### src/rtl/hfu_pkg.sv
// hfu_pkg: scoreboard entry type and forward-select sizing shared by hazard_forward_unit
package hfu_pkg;
    // rd is held zero-extended so the entry layout does not depend on REG_AW
    localparam int RD_MAX   = 8;
    localparam int FWD_NONE = 0;
    typedef struct packed {
        logic              valid;
        logic              regwrite;
        logic [RD_MAX-1:0] rd;
        logic              is_load;
        logic              store_fwd;
    } sb_entry_t;
    function automatic int sel_w(input int depth);
        return $clog2(depth + 1);
    endfunction
endpackage

### src/rtl/hfu_src_match.sv
// hfu_src_match: youngest-first forward select for one EX source across stages EX+1..EX+DEPTH
module hfu_src_match import hfu_pkg::*; #(
    parameter int DEPTH = 2,
    parameter int SW    = 2
) (
    input  logic [DEPTH-1:0]             wr_v,
    input  logic [DEPTH-1:0][RD_MAX-1:0] wr_rd,
    input  logic [RD_MAX-1:0]            rs,
    input  logic                         use_rs,
    output logic [SW-1:0]                sel
);
    always_comb begin
        sel = SW'(FWD_NONE);
        for (int j = DEPTH - 1; j >= 0; j--)
            if (wr_v[j] && use_rs && rs != '0 && wr_rd[j] == rs) sel = SW'(j + 1);
    end
endmodule

### src/rtl/hazard_forward_unit.sv
// hazard_forward_unit: scoreboard-based EX forwarding and load-use stall; HFU_STORE_FWD_EN adds MEM store-data forwarding
module hazard_forward_unit import hfu_pkg::*; #(
    parameter int NUM_SRC   = 2,
    parameter int DEPTH     = 2,
    parameter int REG_AW    = 5,
    parameter int STORE_SRC = 1,
    parameter int CNT_W     = 16
) (
    input  logic                                 clk,
    input  logic                                 rst_n,
    input  logic                                 advance,
    input  logic                                 flush,
    input  logic                                 id_valid,
    input  logic [REG_AW-1:0]                    id_rd,
    input  logic                                 id_regwrite,
    input  logic                                 id_is_load,
    input  logic                                 id_is_store,
    input  logic [NUM_SRC-1:0][REG_AW-1:0]       id_rs,
    input  logic [NUM_SRC-1:0]                   id_uses_rs,
    output logic                                 stall,
    output logic [NUM_SRC-1:0][sel_w(DEPTH)-1:0] fwd_sel,
    output logic                                 mem_fwd,
    output logic [CNT_W-1:0]                     stall_cnt
);
    localparam int SW = sel_w(DEPTH);
    sb_entry_t [DEPTH:0]            e_q, e_d;
    logic [NUM_SRC-1:0][REG_AW-1:0] ex_rs_q, ex_rs_d;
    logic [NUM_SRC-1:0]             ex_uses_q, ex_uses_d, haz, exempt;
    logic [CNT_W-1:0]               stall_cnt_q, stall_cnt_d;
    logic [DEPTH-1:0]               wr_v;
    logic [DEPTH-1:0][RD_MAX-1:0]   wr_rd;
    logic                           take, unused_sb;
    sb_entry_t                      ins;

`ifdef HFU_STORE_FWD_EN
    assign exempt  = id_is_store ? NUM_SRC'(1) << STORE_SRC : '0;
    assign mem_fwd = e_q[1].valid & e_q[1].store_fwd;
`else
    logic unused_store;
    assign exempt       = '0;
    assign mem_fwd      = 1'b0;
    assign unused_store = id_is_store;
`endif

    assign unused_sb = e_q[DEPTH].is_load ^ e_q[DEPTH].store_fwd;
    assign stall_cnt = stall_cnt_q;

    always_comb begin
        haz = '0;
        for (int i = 0; i < NUM_SRC; i++)
            haz[i] = id_valid && id_uses_rs[i] && id_rs[i] != '0 && e_q[0].valid && e_q[0].regwrite
                     && e_q[0].is_load && e_q[0].rd == RD_MAX'(id_rs[i]);
    end

    // flush beats a stall for EX insertion, but the stall is still reported and counted
    always_comb begin
        stall       = |(haz & ~exempt);
        take        = id_valid && !stall && !flush;
        ins         = take ? sb_entry_t'{valid: 1'b1, regwrite: id_regwrite, rd: RD_MAX'(id_rd),
                                         is_load: id_is_load, store_fwd: |(haz & exempt)} : '0;
        e_d         = advance ? {e_q[DEPTH-1:0], ins} : e_q;
        ex_rs_d     = advance ? (take ? id_rs : '0) : ex_rs_q;
        ex_uses_d   = advance ? (take ? id_uses_rs : '0) : ex_uses_q;
        stall_cnt_d = stall_cnt_q + CNT_W'(advance && stall && !(&stall_cnt_q));
    end

    always_ff @(posedge clk or negedge rst_n) begin
        if (!rst_n) begin
            e_q         <= '0;
            ex_rs_q     <= '0;
            ex_uses_q   <= '0;
            stall_cnt_q <= '0;
        end else begin
            e_q         <= e_d;
            ex_rs_q     <= ex_rs_d;
            ex_uses_q   <= ex_uses_d;
            stall_cnt_q <= stall_cnt_d;
        end
    end

    always_comb begin
        wr_v  = '0;
        wr_rd = '0;
        for (int k = 1; k <= DEPTH; k++) begin
            wr_v[k-1]  = e_q[k].valid && e_q[k].regwrite;
            wr_rd[k-1] = e_q[k].rd;
        end
    end

    for (genvar s = 0; s < NUM_SRC; s++) begin : g_src
        hfu_src_match #(.DEPTH(DEPTH), .SW(SW)) u_match (
            .wr_v   (wr_v),
            .wr_rd  (wr_rd),
            .rs     (RD_MAX'(ex_rs_q[s])),
            .use_rs (ex_uses_q[s]),
            .sel    (fwd_sel[s])
        );
    end
endmodule

### config.mk
export PLATFORM = sky130hd
export DESIGN_NAME = hazard_forward_unit
export DESIGN_NICKNAME = d
export VERILOG_FILES = /design/src/rtl/hfu_pkg.sv /design/src/rtl/hfu_src_match.sv /design/src/rtl/hazard_forward_unit.sv
export SDC_FILE = /design/constraint.sdc
export NUM_CORES = 1
export LEC_CHECK = 0
export CORE_MARGIN = 2
export CORE_UTILIZATION = 48
export CTS_CLUSTER_SIZE = 25
export DETAILED_ROUTE_END_ITERATION = 10
export GPL_ROUTABILITY_DRIVEN = 1
export HOLD_SLACK_MARGIN = 0.03
export PLACE_DENSITY_LB_ADDON = 0.3
export SYNTH_ARGS = -nofsm -noshare
export SYNTH_HDL_FRONTEND = slang
export SYNTH_HIERARCHICAL = 1
export SYNTH_SLANG_ARGS = --single-unit
### constraint.sdc
create_clock -name clk -period 2.1 [get_ports clk]
set_input_delay 0.42 -clock clk [delete_from_list [all_inputs] [get_ports clk]]
set_output_delay 0.42 -clock clk [all_outputs]
set_load 0.01 [all_outputs]
After elaboration in Yosys (flattened, before gate mapping):

Index checks and enable logic that the tools add are counted.

* add/sub/neg operators: 1
* equal/unequal tests: 6
* mux-type cells: 7
* reductions and logical operators: 39

Operator list (count)
* 8-bit by 5-bit == test with 1-bit output: 6
* 1-bit logical AND: 30
* 16-bit by 1-bit adder with 16-bit output: 1
* 16-bit AND reduction: 1
* 8-bit nonzero test: 2
* 12-bit two-way mux: 1
* 10-bit two-way mux: 1
* 2-bit two-way mux: 5
* 5-bit nonzero test: 2
* 1-bit logical NOT: 3
* 2-bit OR reduction: 1

* flip-flop bits (word level): 59
* input bits: 25
* output and inout bits: 22
* word-level logic and storage cells: 67

Logic depth before layout (Yosys ltp):

Gate-level depths: netlist of the first run.

* word-level depth: 11
* mapped depth: 11

Hierarchy:

Netlist of the first run, hierarchy kept.

Modules (own cells, without submodules)
* hazard_forward_unit: instances 1, cells each 201, area each 2268.4 µm²
* hfu_src_match: instances 2, cells each 29, area each 225.2 µm²

Worst setup path before layout of the first run:

OpenSTA, ideal clock, no wires.

* kind: reg-to-reg
* from: register e_q[5] (netlist name)
* to: register stall_cnt_q[14] (netlist: stall_cnt[14])
* setup time: 0.079 ns
* arrival time: 2.293 ns
* data required time: 2.021 ns
* slack: -0.272 ns
* stages on the path, launching flop included: 12
* buffers on the path: 0
* period minus slack after synthesis: 2.372 ns
* cell sequence: dfrtp_1 xor2_1 a2111oi_1 and4_1 nand2b_1 o311a_1 ha_1 ha_1 and3_1 nand4_1 nor2_1 xor2_1

* word-level cells in the longest chain between the ends: 6
* elaborated cells between the ends (all ways): 8

RTL lines
* from (decl): RTL line hazard_forward_unit.sv:26 `sb_entry_t [DEPTH:0] e_q, e_d;`
* from (signal assigned): RTL line hazard_forward_unit.sv:69 `e_q <= '0;`
* from (signal assigned): RTL line hazard_forward_unit.sv:74 `e_q <= e_d;`
* 8-bit by 5-bit == test with 1-bit output: RTL line hazard_forward_unit.sv:52 `&& e_q[0].is_load && e_q[0].rd == RD_MAX'(id_rs[i]);`
* 1-bit logical AND: RTL line hazard_forward_unit.sv:52
* 2-bit OR reduction (*): RTL line hazard_forward_unit.sv:57 `stall = |(haz & ~exempt);`
* via stall: RTL line hazard_forward_unit.sv:20 `output logic stall,`
* 1-bit logical AND (*) (2 in a row): RTL line hazard_forward_unit.sv:64 `stall_cnt_d = stall_cnt_q + CNT_W'(advance && stall && !(&stall_cnt_q));`
* 16-bit by 1-bit adder with 16-bit output (*): RTL line hazard_forward_unit.sv:64
* via stall_cnt_d[14]: RTL line hazard_forward_unit.sv:29 `logic [CNT_W-1:0] stall_cnt_q, stall_cnt_d;`
* to (signal assigned): RTL line hazard_forward_unit.sv:77 `stall_cnt_q <= stall_cnt_d;`
* to (decl): RTL line hazard_forward_unit.sv:29

Mark *: on every way through the listed nets, which the timed path passes. The rest lies on a longest branch.
A chain may end at the register's enable or synchronous reset.

Worst setup path in the final report of the first run:

* from: register e_q[4] (netlist name)
* to: register stall_cnt_q[15] (netlist: stall_cnt[15])

* word-level cells in the longest chain between the ends: 6
* elaborated cells between the ends (all ways): 8

RTL lines (RTL line)
* 8-bit by 5-bit == test with 1-bit output: hazard_forward_unit.sv:52
* 1-bit logical AND: hazard_forward_unit.sv:52
* 2-bit OR reduction (*): hazard_forward_unit.sv:57
* 1-bit logical AND (*) (2 in a row): hazard_forward_unit.sv:64
* 16-bit by 1-bit adder with 16-bit output (*): hazard_forward_unit.sv:64
* via stall_cnt_d[15]: hazard_forward_unit.sv:29

Marks and branches as above.

==> run metrics, run 1 <==
reg2reg end=stall_cnt[15]; Tightest Hold Check Type=in2async; Final nets=420; crit path launch type=flip-flop; Setup Skew=0.00332 ns; Post-Syn Area=0.00272 sq mm; slowest CP cell=dfrtp_1; max incr delay on CP=0.42 ns; Critical Path Sink Type=flip-flop; r2r setup slk=-0.40 ns; Routed WL=6870 um; initial core utilization=49.7%; Max Slew Vio Count=0; Primary FF master, synth=dfrtp_1; core area=0.00547 sq mm; area growth from synthesis to layout=51.0%; Leakage=0.00200 uW; Final Core Density=75.0%; final hold slack=0.0706 ns; Hold Vio Cnt, Final=0; worst-path fanout max=3; Yosys cell types=33; final setup TNS=-4.39 ns; critical path, cell by cell=buf_4 > xor2_1 > a2111oi_4 > and4_1 > nand2b_4 > o311a_1 > ha_4 > and3_4 > nand4_1 > nor2_1 > xor2_1; I/O Pins=47; gr usage total=22.1%; number of antenna diodes=0; failing checks=negative setup slack; crit path from=e_q[4]; Finish-stage setup viols=16; FMAX=400 MHz; placed insts=439; CTS root buffer=clkbuf_8; Seq/Total Area, Yosys=46.0%; CTS Buffer Depth=2; routed via count=2,267; Die W=79.3 um; Die Ht=79.3 um; EDFF count, synth=0; fin crit share=119%; Pwr Density=533 mW/mm^2; critical path type=reg2reg; most numerous cell on the critical path=xor2_1; htree depth=2; top post-synthesis cells by area=dfrtp_1 (46%), xnor2_1 (8.7%), xor2_1 (8.7%), mux2_2 (5.8%), inv_1 (5.4%); final antenna-violating net count=0; clk_lat worst skew=0.31 ns; Die ar.=0.00628 sq mm; RSZ-0062 raised after global routing=true; syn avg cell area=10.5 sq um; CTS tree=built; global-route wire length before repair=10,700 um; Syn Inst Count=259; Yosys warning total=6; normalized max-slew margin=64.9%; max cap viols=0; TritonCTS buffer count=5; Period minus WS final=2.50 ns; Setup crit end=stall_cnt[15]; required time of the critical path=2.35 ns; Via density=4.88; Final Non-Filler Cells=465; Port Buffers=44; Synth area leader=dfrtp_1; row count=27; Residual DRC=0; Max VDD drop=0.000439 V; asr flop ratio synth=100%; Initial DRC Count=125; DRT Pass-1 Iters=4; Setup WS post-layout=-0.398 ns; Synth top area share=46.0%; clk sinks=50; largest net degree at the start of global routing=30; number of synthesized register bits=50; FF-to-FF Start=e_q[4]; mean routed wirelength per cell=14.8 um; total grt overflow=0; initial antenna violation count=0; fraction of layout cells with a size suffix above 1=33.6%; vias in the first global route=2,317; Tightest Pin Transition=0.526 ns; status=finished, violations left; GPL Wtd Cong=0.878; clock slew at reported path FFs=0.10 ns; Final HPWL DP=4590 um; cell count of the worst reg-to-reg path=11; Worst Path Arrival=2.74 ns
==> per-layer routing <==
layer	routed length [um]	global-route usage, %	vias to the layer above
met4	136	7.76	0
met2	3540	36.6	49
met3	240	3.64	14
met5	0	0	-
met1	2960	29.3	1098
li1	-	-	1106
==> logic make-up (layout without fill, tap and decap cells) <==
kind of cell	count (synthesis)	in the layout	share of synthesized area, %
compound gates	25	25	8.05
xor+xnor	54	54	17.4
fa+ha+maj	3	3	1.38
buf+inv	46	150	7.22
flops	50	50	46.0
mux	14	14	5.80
other cells	1	31	0.138
simple gates	66	66	14.0
==> synthesized netlist by cell type, types with 2 or more instances <==
cell type and count:
clkbuf_1 2, dfrtp_1 50, nor2_1 7, o22ai_2 9, nor3_2 4, mux2_2 14
o21ai_0 3, nor4_1 6, ha_1 3, nand3_1 12, inv_1 39, nor3_1 4
o22ai_1 10, nor4_2 2, and3_1 4, xor2_1 27, nand4_1 9, nand2_1 11
and2_1 3, xnor2_1 27
==> worst max-delay path: cells and delay by family (launching register included) <==
kind	cells	cell delay, ns
compound gates	2	0.45
buf+inv	1	0.14
xor+xnor	2	0.32
fa+ha+maj	1	0.16
simple gates	5	0.94
flops	1	0.42
==> through the flow <==
| step | area [sq um] | total power [uW] | setup slack [ns] |
|---|---|---|---|
| 6_report | 4110 | 2190 | -0.398 |
| 3_5_place_dp | 3650 | 1410 | -0.835 |
| 2_1_floorplan | 2850 | 1270 | -0.197 |
| 3_3_place_gp | 3650 | 1400 | -0.747 |
| 5_1_grt | 4110 | 2280 | -0.513 |
| 4_1_cts | 3920 | 2150 | -0.356 |
==> placed cells by master, fill, tap and decap left out, drive strengths merged <==
master         count
mux2              14
conb              31
nor3               8
o22ai             19
dfrtp             50
nor4               8
clkdlybuf4s50     30
o311a              1
nand3             12
a2111oi            2
and4               1
ha                 3
clkbuf             6
dlymetal6s2s       3
or3b               1
buf               64
nor2b              1
and3               4
dlygate4sd2        5
nand4              9
bufinv             1
inv               40
xnor2             27
xor2              27
nor2               7
clkinvlp           1
nand2             11
and2               3
o21ai              3
nand2b             1
==> flip-flops by register name, summed over array words and instances, names as in the netlist <==
| register | cells |
|---|---|
| ex_rs_q | 10 |
| ex_uses_q | 2 |
| e_q | 22 |
| stall_cnt | 16 |
==> repair_timing <==
| action | CTS | global route |
|---|---|---|
| pin swaps | 20 | 21 |
| buffers inserted | 11 | 7 |
| hold buffers | 0 | 0 |
| gates resized for setup | 42 | 25 |
| endpoints found under the setup margin | 20 | 30 |
| hold endpoints to repair | 0 | 0 |
==> power breakdown <==
part	switching [uW]	total (uW)	internal, uW
Sequential	54.3	1070	1010
Combinational	192	411	219
Clock	350	713	363
==> area by class of cell <==
class	count	area, sq um
multi-input combinational	193	1610
timing repair buffer	103	885
fill	395	1370
tap	72	90.1
inverter	39	146
sequential	50	1260
clock inverter	3	48.8
clock buffer	5	68.8
==> worst min-delay path by stage <==
stage	start	endpoint	slack, ns	depth (start not counted)
after global placement	rst_n	e_q[4]	0.42	1
after global routing	rst_n	stall_cnt[11]	0.10	1
after detailed placement	rst_n	e_q[4]	0.43	1
final	rst_n	e_q[4]	0.07	1
after floorplan	rst_n	e_q[10]	0.12	0
after CTS	rst_n	stall_cnt[11]	0.09	1
Note: power is estimated with default switching activity, not from simulation.
==> inputs of run 2 (changes only) <==
--- a/config.mk
+++ b/config.mk
@@ -6,7 +6,7 @@
 export NUM_CORES = 1
 export LEC_CHECK = 0
 export CORE_MARGIN = 2
-export CORE_UTILIZATION = 48
+export CORE_UTILIZATION = 53
 export CTS_CLUSTER_SIZE = 25
 export DETAILED_ROUTE_END_ITERATION = 10
 export GPL_ROUTABILITY_DRIVEN = 1
==> constraint.sdc (replaced) <==
create_clock -name clk -period 2.3 [get_ports clk]
set_input_delay 0.46 -clock clk [delete_from_list [all_inputs] [get_ports clk]]
set_output_delay 0.46 -clock clk [all_outputs]
set_load 0.01 [all_outputs]
==> run metrics, run 2 (synthesis gave the netlist of run 1 again) <==
Hold Buf Count CTS=0; GR Util met1=33.0%; commonest non-fill, non-tap cells in the layout=buf_4 (53), dfrtp_1 (47), inv_1 (39), conb_1 (31); Critical Path Sink Type=flip-flop; Sw Pwr=514 uW; number of antenna diodes=0; gr usage total=24.6%; core area=0.00504 sq mm; Via density=5.00; Hold Vio Cnt, Final=0; htree depth=2; max cap viols=0; Routed WL=6760 um; global-route wire length before repair=10,400 um; r2r setup slk=-0.14 ns; clk sinks=50; largest register by flop count=e_q; logic gate share of total power=18.3%; Worst Path Arrival=2.72 ns; Finish-stage setup viols=11; CTS Buffer Depth=2; clock slew at reported path FFs=0.10 ns; TritonCTS buffer count=5; DRT Pass-1 Iters=4; global-route track usage on met3=4.37%; normalized max-slew margin=57.9%; Max VDD drop=0.000415 V; area growth from synthesis to layout=44.6%; Final Core Density=78.0%; commonest non-fill, non-tap cell in the layout=buf_4; CTS tree=built; routed via count=2,298; Initial DRC Count=62; I/O Pins=47; post-route cell area=0.00393 sq mm; global routing's busiest layer=met2; Max Slew Vio Count=0; worst-path fanout max=3; Setup WS post-layout=-0.174 ns; GPL Wtd Cong=0.850; critical path type=in2reg; switching share of total power=28.1%; RSZ-0062 raised after global routing=true; crit path launch type=primary input; Int Pwr=1310 uW; fin crit share=108%; total grt overflow=0; Setup Skew=0.0124 ns; fraction of layout cells with a size suffix above 1=30.3%; failing checks=negative setup slack; Clk pwr share=28.7%; Port Buffers=44; Fillers=317; required time of the critical path=2.55 ns; FMAX=404 MHz; initial antenna violation count=0; row count=26; met2 usage=40.9%; status=finished, violations left; register share of total power=52.9%; CTS root buffer=clkbuf_8; initial core utilization=53.9%; Final HPWL DP=4200 um; Leakage=0.00195 uW; Die ar.=0.00572 sq mm; Final nets=417; Tightest Pin Transition=0.632 ns; Die Ht=75.6 um; Die W=75.6 um; DP Area=0.00353 sq mm; DP Worst Slack=-0.733 ns; final antenna-violating net count=0; Tightest Hold Check Type=in2async; mean routed wirelength per cell=14.7 um; max FFs per register=22; Period minus WS final=2.47 ns; clk_lat worst skew=0.31 ns; Pwr Density=465 mW/mm^2; largest net degree at the start of global routing=51; Residual DRC=0; vias in the first global route=2,232
==> run 2: layer usage <==
| layer | share of wire [%] | vias to the layer above |
|---|---|---|
| li1 | - | 1094 |
| met1 | 43 | 1132 |
| met2 | 51 | 59 |
| met3 | 3.6 | 13 |
| met4 | 2.1 | 0 |
| met5 | 0 | - |
==> run 2: power by group through the flow <==
stage | logic [uW] | registers, uW | clock network, uW
6_report | 336 | 968 | 525
5_1_grt | 367 | 975 | 559
4_1_cts | 324 | 966 | 526
3_5_place_dp | 285 | 993 | 0
3_3_place_gp | 279 | 991 | 0
2_1_floorplan | 180 | 977 | 0
==> run 2: timing repair <==
item / CTS / global route
pin swaps: 14 / 14
hold endpoints to repair: 0 / 0
gates resized for setup: 36 / 19
buffers inserted: 23 / 6
setup endpoints to repair: 18 / 17
==> run 2: area by class of cell <==
| cell class | instances | area, sq um | share of cell area [%] |
|---|---|---|---|
| multi-input cells | 193 | 1510 | 38.4 |
| flip-flops and latches | 50 | 1250 | 31.9 |
| repair buffers | 100 | 845 | 21.5 |
| inverters | 39 | 146 | 3.72 |
| well taps | 70 | 87.6 | 2.23 |
| clock buffers | 6 | 72.6 | 1.85 |
| clock inverters | 2 | 13.8 | 0.350 |
==> run 2: per-stage QoR <==
stage	std cells	hold slack, ns	total power (uW)	setup TNS [ns]
final	460	0.243	1830	-1.17
after global routing	460	0.313	1900	-2.31
after CTS	455	0.271	1820	-0.510
after detailed placement	424	0.490	1280	-10.96
after global placement	424	0.485	1270	-9.12
after floorplan	289	0.164	1160	-0.0489
==> run 2: worst max-delay path, stage by stage <==
cell and delay [ns]:
clkdlybuf4s50_1 0.48, xor2_1 0.20, nor2_1 0.12, nand4_1 0.20, nand2b_4 0.14, o311a_4 0.21
ha_4 0.15, ha_4 0.11, and3_4 0.21, nand4_1 0.11, nor2_1 0.15, xor2_1 0.15
==> run 2: final timing paths <==
check	endpoint	cells after the start	start
min in group clk	e_q[35]	1	e_q[35]
min	stall_cnt[14]	2	rst_n
max reg2reg	stall_cnt[14]	11	e_q[6]
max	stall_cnt[14]	12	id_rs[0]
min reg2reg	e_q[35]	1	e_q[35]
max in group asynchronous	e_q[18]	2	rst_n
